**config.mk**
```make
export PLATFORM = sky130hd
export DESIGN_NAME = hazard_scoreboard_unit
export DESIGN_NICKNAME = d
export VERILOG_FILES = /design/src/rtl/hazard_scoreboard_unit.sv
export SDC_FILE = /design/constraint.sdc
export NUM_CORES = 1
export LEC_CHECK = 0
export BUFFER_PORTS_ARGS = -buffer_cell sky130_fd_sc_hd__buf_4
export CORE_MARGIN = 2
export CORE_UTILIZATION = 36
export DETAILED_ROUTE_END_ITERATION = 10
export GPL_TIMING_DRIVEN = 0
export PLACE_DENSITY_LB_ADDON = 0.25
export SETUP_SLACK_MARGIN = 0.5
export SLEW_MARGIN = 20
export SYNTH_ARGS = -nofsm -noshare
export SYNTH_HDL_FRONTEND = slang
export SYNTH_SLANG_ARGS = --single-unit
```
**constraint.sdc**
```tcl
create_clock -name clk -period 3.6 [get_ports clk]
set_input_delay 0.54 -clock clk [delete_from_list [all_inputs] [get_ports clk]]
set_output_delay 0.54 -clock clk [all_outputs]
set_load 0.02 [all_outputs]
```
**src/rtl/hazard_scoreboard_unit.sv**
```systemverilog
`default_nettype none
// ============================================================================
// Module      : hazard_scoreboard_unit
// Description : ID-stage hazard unit for the 5-stage core. Handles forwarding,
//               load-use stalls, branch flushes and the scoreboard for the
//               non-pipelined MUL/DIV unit.
// Revision    : 1.0 - initial release
// ============================================================================
module hazard_scoreboard_unit #(
    parameter int LAT_MUL = 3,
    parameter int LAT_DIV = 8,
    parameter int CNT_W   = $clog2(((LAT_MUL > LAT_DIV) ? LAT_MUL : LAT_DIV) + 1)
) (
    input  logic       clk,
    input  logic       rst,
    input  logic       rs1use_ID,
    input  logic       rs2use_ID,
    input  logic [4:0] rs1_ID,
    input  logic [4:0] rs2_ID,
    input  logic [4:0] rd_ID,
    input  logic       we_ID,
    input  logic [2:0] optype_ID,
    input  logic       branch_taken_ID,
    input  logic [4:0] rd_EXE,
    input  logic [4:0] rd_MEM,
    input  logic       we_EXE,
    input  logic       we_MEM,
    input  logic       load_EXE,
    input  logic       we_WB,
    output logic       PC_EN_IF,
    output logic       reg_FD_EN,
    output logic       reg_DE_EN,
    output logic       reg_EM_EN,
    output logic       reg_MW_EN,
    output logic       reg_FD_flush,
    output logic       reg_DE_flush,
    output logic [1:0] forward_ctrl_A,
    output logic [1:0] forward_ctrl_B,
    output logic       mc_start,
    output logic       mc_wb_EN,
    output logic [4:0] mc_rd
);

    typedef enum logic [1:0] {
        ST_IDLE = 2'd0,
        ST_BUSY = 2'd1,
        ST_DONE = 2'd2
    } state_t;

    localparam logic [CNT_W-1:0] c_mul_cnt = CNT_W'(LAT_MUL - 1);
    localparam logic [CNT_W-1:0] c_div_cnt = CNT_W'(LAT_DIV - 1);
    localparam logic [2:0]       c_op_mul  = 3'd3;
    localparam logic [2:0]       c_op_div  = 3'd4;

    state_t           state_q, state_d;
    logic [CNT_W-1:0] cnt_q, cnt_d;
    logic [4:0]       mc_rd_q, mc_rd_d;

    logic       w_ld_use, w_raw_mc, w_waw_mc, w_struct, w_stall;
    logic       w_is_mc, w_issue, w_grant;
    logic [1:0] w_fwd_a, w_fwd_b;

    function automatic logic src_hit(input logic en, input logic [4:0] rs,
                                     input logic [4:0] rd);
        return en && (rs != 5'd0) && (rs == rd);
    endfunction

    assign w_is_mc  = (optype_ID == c_op_mul) || (optype_ID == c_op_div);
    assign w_ld_use = load_EXE && we_EXE &&
                      (src_hit(rs1use_ID, rs1_ID, rd_EXE) || src_hit(rs2use_ID, rs2_ID, rd_EXE));
    assign w_raw_mc = (state_q == ST_BUSY) &&
                      (src_hit(rs1use_ID, rs1_ID, mc_rd_q) || src_hit(rs2use_ID, rs2_ID, mc_rd_q));
    assign w_waw_mc = (state_q != ST_IDLE) && we_ID && (rd_ID != 5'd0) && (rd_ID == mc_rd_q);
    assign w_struct = w_is_mc && (state_q != ST_IDLE);
    assign w_stall  = w_ld_use || w_raw_mc || w_waw_mc || w_struct;
    assign w_issue  = w_is_mc && !w_stall && (state_q == ST_IDLE);
    assign w_grant  = (state_q == ST_DONE) && !we_WB;

    // A load in EXE has no data yet, so it never forwards from EXE.
    always_comb begin
        w_fwd_a = 2'b00;
        w_fwd_b = 2'b00;
        if (src_hit(rs1use_ID, rs1_ID, rd_EXE) && we_EXE && !load_EXE)  w_fwd_a = 2'b01;
        else if (src_hit(rs1use_ID, rs1_ID, rd_MEM) && we_MEM)         w_fwd_a = 2'b10;
        else if (src_hit(rs1use_ID, rs1_ID, mc_rd_q) && (state_q == ST_DONE)) w_fwd_a = 2'b11;
        if (src_hit(rs2use_ID, rs2_ID, rd_EXE) && we_EXE && !load_EXE)  w_fwd_b = 2'b01;
        else if (src_hit(rs2use_ID, rs2_ID, rd_MEM) && we_MEM)         w_fwd_b = 2'b10;
        else if (src_hit(rs2use_ID, rs2_ID, mc_rd_q) && (state_q == ST_DONE)) w_fwd_b = 2'b11;
    end

    always_comb begin
        state_d = state_q;
        cnt_d   = cnt_q;
        mc_rd_d = mc_rd_q;
        case (state_q)
            ST_IDLE: begin
                if (w_issue) begin
                    state_d = ST_BUSY;
                    mc_rd_d = rd_ID;
                    cnt_d   = (optype_ID == c_op_div) ? c_div_cnt : c_mul_cnt;
                end
            end
            ST_BUSY: begin
                if (cnt_q == '0) state_d = ST_DONE;
                else             cnt_d   = cnt_q - CNT_W'(1);
            end
            ST_DONE: begin
                if (w_grant) state_d = ST_IDLE;
            end
            default: state_d = ST_IDLE;
        endcase
    end

    always_ff @(posedge clk) begin
        if (rst) begin
            state_q <= ST_IDLE;
            cnt_q   <= '0;
            mc_rd_q <= 5'd0;
        end else begin
            state_q <= state_d;
            cnt_q   <= cnt_d;
            mc_rd_q <= mc_rd_d;
        end
    end

    // While reset is asserted every control output sits at its idle value,
    // which also suppresses a write-back of a result about to be discarded.
    assign PC_EN_IF       = rst || !w_stall;
    assign reg_FD_EN      = rst || !w_stall;
    assign reg_DE_EN      = 1'b1;
    assign reg_EM_EN      = 1'b1;
    assign reg_MW_EN      = 1'b1;
    assign reg_FD_flush   = !rst && !w_stall && branch_taken_ID;
    assign reg_DE_flush   = !rst && (w_stall || w_issue);
    assign forward_ctrl_A = rst ? 2'b00 : w_fwd_a;
    assign forward_ctrl_B = rst ? 2'b00 : w_fwd_b;
    assign mc_start       = !rst && w_issue;
    assign mc_wb_EN       = !rst && w_grant;
    assign mc_rd          = mc_rd_q;

endmodule
`default_nettype wire

```
After elaboration in Yosys (flattened, before gate mapping)
Index checks and enable logic that the tools add are counted.

Memory bits (read-only): 0. Latch bits: 0. Input bits: 38. Logic and storage cells: 88. RAM bits: 0. Register bits: 11. Memories: 0.

Shift-type cells: 0. Multipliers: 0. Div/mod/pow operators: 0. Reduce and logical (&&, ||, !) cells: 53. $add $sub $neg: 1. Equality and inequality tests: 15. Muxes and demuxes: 16. Bitwise operators: 0. Magnitude comparators: 0.

Operators with widths (count): $eq 5x5->1 (7); $logic_and 1x1->1 (31); $mux 2 (11); $reduce_bool 5->1 (3); $logic_or 1x1->1 (8); $mux 4 (2); $pmux 4 s2 (1); $ne 2x2->1 const B (3); $pmux 2 s3 (1); $reduce_and 3->1 (2); $logic_not 1->1 (4); $logic_not 4->1 (1); $reduce_bool 2->1 (2); $sub 4x1->4 const B (1); $eq 3x2->1 const B (1); $eq 3x3->1 const B (1); $mux 3 (1); $eq 2x1->1 const B (1); $eq 2x2->1 const B (1); $logic_not 2->1 (1); $ne 2x1->1 const B (1); $reduce_and 2->1 (1).

Depth between registers and ports, before layout
Depth after elaboration: 13. Gate-level depth with buffers: 7.

Worst setup path after synthesis
No wires, ideal clock.

Path type: input port to output port. Start point: input port rs1_ID[1]. End point: output port reg_FD_EN. Arrival: 2.075 ns. Cell stages on the path: 7. Path slack: 0.985 ns. Cells stage by stage: or4_1 o21ai_2 nor4_1 o21ai_0 o2111ai_1 nand2_1 buf_4.

Longest elaborated chain between the ends: 10. Elaborated cells on any way between the ends: 15. Classes of those cells: 2 x eq/ne; 13 x reduce/logical.

Ends and longest elaborated chain: start, declared (line 18) `input logic [4:0] rs1_ID,`; $reduce_bool 5->1 (line 65) `return en && (rs != 5'd0) && (rs == rd);`; $logic_and 1x1->1 (2 in a row) (line 65); $logic_or 1x1->1, on equally long branches (line 70, 72); $logic_and 1x1->1, on equally long branches (line 69, 71); $logic_or 1x1->1 * (3 in a row) (line 75) `assign w_stall = w_ld_use || w_raw_mc || w_waw_mc || w_struct;`; $logic_not 1->1 *; $logic_or 1x1->1 *; end, declared (line 31) `output logic reg_FD_EN,`.

Every way passes the cells marked *; elsewhere a longest branch is shown, timed or not.

Worst setup path in the final report
Start point: input port rs1_ID[1]. End point: output port reg_FD_EN.

Longest elaborated chain between the ends: 10. Elaborated cells on any way between the ends: 15. Classes of those cells: 2 x eq/ne; 13 x reduce/logical.

Ends and longest elaborated chain: $reduce_bool 5->1 (line 65); $logic_and 1x1->1 (2 in a row) (line 65); $logic_or 1x1->1, on equally long branches (line 70, 72); $logic_and 1x1->1, on equally long branches (line 69, 71); $logic_or 1x1->1 * (3 in a row) (line 75); $logic_not 1->1 * (line 129) `assign reg_FD_EN = rst || !w_stall;`; $logic_or 1x1->1 * (line 129).

Marks and branches as above.

==> metrics.txt <==
status=complete, no violations; fill cell count=roughly 330; ant diodes=0; Worst Setup EP=reg_FD_EN; Area contributors post-synth=dfxtp_1 18%, xor2_1 13%, xnor2_1 12%, mux2i_1 5.0%, nand2_1 4.7%; Finish-stage setup viols=0; largest net degree at the start of global routing=11; routability congestion estimate=0.8161; Total GRT Usage=about 19%; Final ANT Viol Nets=0; Post-Synthesis Cells=149; r2r setup slk=between 1.5 and 2 ns; clock slew seen by the registers of the worst setup and hold paths=~0.07 ns; drt wl/cell=13.16 um; Synth area leader=dfxtp_1; top-count cell post-synth=xor2_1; die span in x=just over 60 um; DR iter-0 viols=37; EDFF count, synth=0; WL final=between 3000 and 4000 um; max cap viols=0; WP data arrival=approximately 2.4 ns; Rows=20; Die H=between 60 and 70 um; Async SR Flop Fraction=0%; Post-CTS Resized=0; Worst Path Max Fanout=4; DRC viols=0; Synth top area share=between 15 and 20%; vias in the first global route=1170; # H-tree levels=1; maximum vdd ir drop=about 0.13 mV; core area=around 3100 um2; relative slew slack=approximately 62%; CTS sink count=11; synthesized cell area=approximately 1200 um2; Overflow after GRT=0; fin nets=246; final HPWL from detailed placement=2818 um; drt first pass iters=4; DR vias/cell=5.192; Main synth FF type=dfxtp_1; Hold Path Depth=2; register area share after synthesis=a little under a fifth; Area Overhead vs Synth=39.48%; Worst R2R End=cnt_q[1]$_SDFFE_PP0P_; hold_buf cts=0; worst r2r path cells=7; CP endpoint kind=output port; syn_area_per_cell=8.019 um2; multi-input logic area=918.4 um2; unrepaired setup endpoints after global routing=false; Clock Skews=0.004119 ns; critical path class=in2out; Overall Power=389.5 uW; Synth cell types=46; clock period minus worst slack=2.963 ns; I/O pin count=56; WP data required=3.06 ns; IO buf count=~50; synth warn=0; TritonCTS clock tree=yes; Clock Path Buffers=2; initial antenna violation count=0; Power Density=~230 nW/um2; most frequent cells after synthesis=18 x xor2_1, 16 x xnor2_1, 15 x nand2_1, 11 x dfxtp_1, 11 x nor2_1; register area=about 220 um2; DR vias=about 1300; first-pass GRT wire length=between 5000 and 6000 um; Initial Util=roughly 39%; Post-CTS Setup Bufs=0; Leak Pwr=approximately 0.0007 uW; Hold Crit Class=in2reg; crit path launch=rs1_ID[1]; #FFs+latches synth=11; worst r2r src=cnt_q[0]$_SDFFE_PP0P_; setup TNS=0 ns; clk root buf=clkbuf_4; Final Cycle Share=between 80% and 90%; DIE AREA=about 3800 um2; CP Launch Type=input port; fmax=around 340 MHz; TritonCTS buffer count=3; Slew @ Worst Pin=between 0.5 and 0.6 ns; ratio of cells with drive above 1 in the final layout=32.52%; Skew-Pair Late Insertion Delay=roughly 0.26 ns; final-report hold violation count=0; max-slew violation count=0
## sequential cells by signal (all words and copies together), names as in the netlist
signal,flops
cnt_q,4
mc_rd,5
state_q,2
## cell usage in the layout, fill, tap and decap left out, types with 3 or more instances in the layout
master	n
buf_4	55
xor2_1	18
xnor2_1	16
nand2_1	15
nor2_1	11
dfxtp_1	11
mux2i_1	6
nand2b_1	5
clkbuf_1	4
or4_1	3
nand4_1	3
nor3_1	3
and3b_1	3
nand3_1	3
nor4_1	3
inv_1	3
a21oi_1	3
conb_1	3
clkbuf_4	3
## power breakdown
group	leakage [uW]	total (uW)	switching [uW]	internal (uW)
clock	0.0000150	84.3	41.5	42.8
sequential	0.0000897	140	10.4	129
combinational	0.000592	165	81.8	83.7
total	0.000697	390	134	256
## critical path: stages
cell and delay, ns:
buf_4 0.14, or4_1 0.55, o21ai_2 0.20, nor4_1 0.13
o21ai_0 0.23, o2111ai_1 0.23, nand2_1 0.16, buf_4 0.11
buf_4 0.12
## per-stage QoR
stage | hold WS [ns] | setup slack (ns) | cells | utilization [%] | instance area [um2]
after floorplan | 0.4656 | 0.9849 | 151 | - | 1202
after global placement | 0.4807 | 0.6939 | 246 | 52.86 | 1640
after detailed placement | 0.4917 | 0.6247 | 246 | 52.86 | 1640
after CTS | 0.4723 | 0.6083 | 250 | 53.71 | 1667
after global routing | 0.4642 | 0.5326 | 250 | 53.71 | 1667
final | 0.4733 | 0.6369 | 250 | 53.71 | 1667
## how the worst min path moves through the flow
stage	start	endpoint	slack [ns]
floorplan	cnt_q[0]$_SDFFE_PP0P_	cnt_q[0]$_SDFFE_PP0P_	0.47
global placement	cnt_q[0]$_SDFFE_PP0P_	cnt_q[0]$_SDFFE_PP0P_	0.48
detailed placement	cnt_q[0]$_SDFFE_PP0P_	cnt_q[0]$_SDFFE_PP0P_	0.49
CTS	we_WB	state_q[0]$_SDFFE_PP0P_	0.47
global route	we_WB	state_q[0]$_SDFFE_PP0P_	0.46
finish	we_WB	state_q[0]$_SDFFE_PP0P_	0.47
## cell families after synthesis
logic type	Yosys count	synth area share [%]
compound gates	22	14.76
xor+xnor	34	24.92
fa+ha+maj	1	1.047
buf+inv	11	5.340
flops	11	18.43
mux	6	5.026
other cells	1	0.3138
simple gates	63	30.16
## routing by layer
metal | global-route usage, % | part of all wire (%)
met1 | 23.43 | 45
met2 | 31.43 | 49
met3 | 2.731 | 4.7
met4 | 7.599 | 1.6
met5 | 0 | 0
## area by class of cell
class | count | area share, %
multi-input cells | 129 | 55.11
repair buffers | 51 | 22.97
flip-flops and latches | 11 | 13.21
well taps | 44 | 3.303
plain buffers | 8 | 3.153
clock buffers | 4 | 1.577
inverters | 3 | 0.6757
No activity file was read; power rests on OpenSTA's default activity.
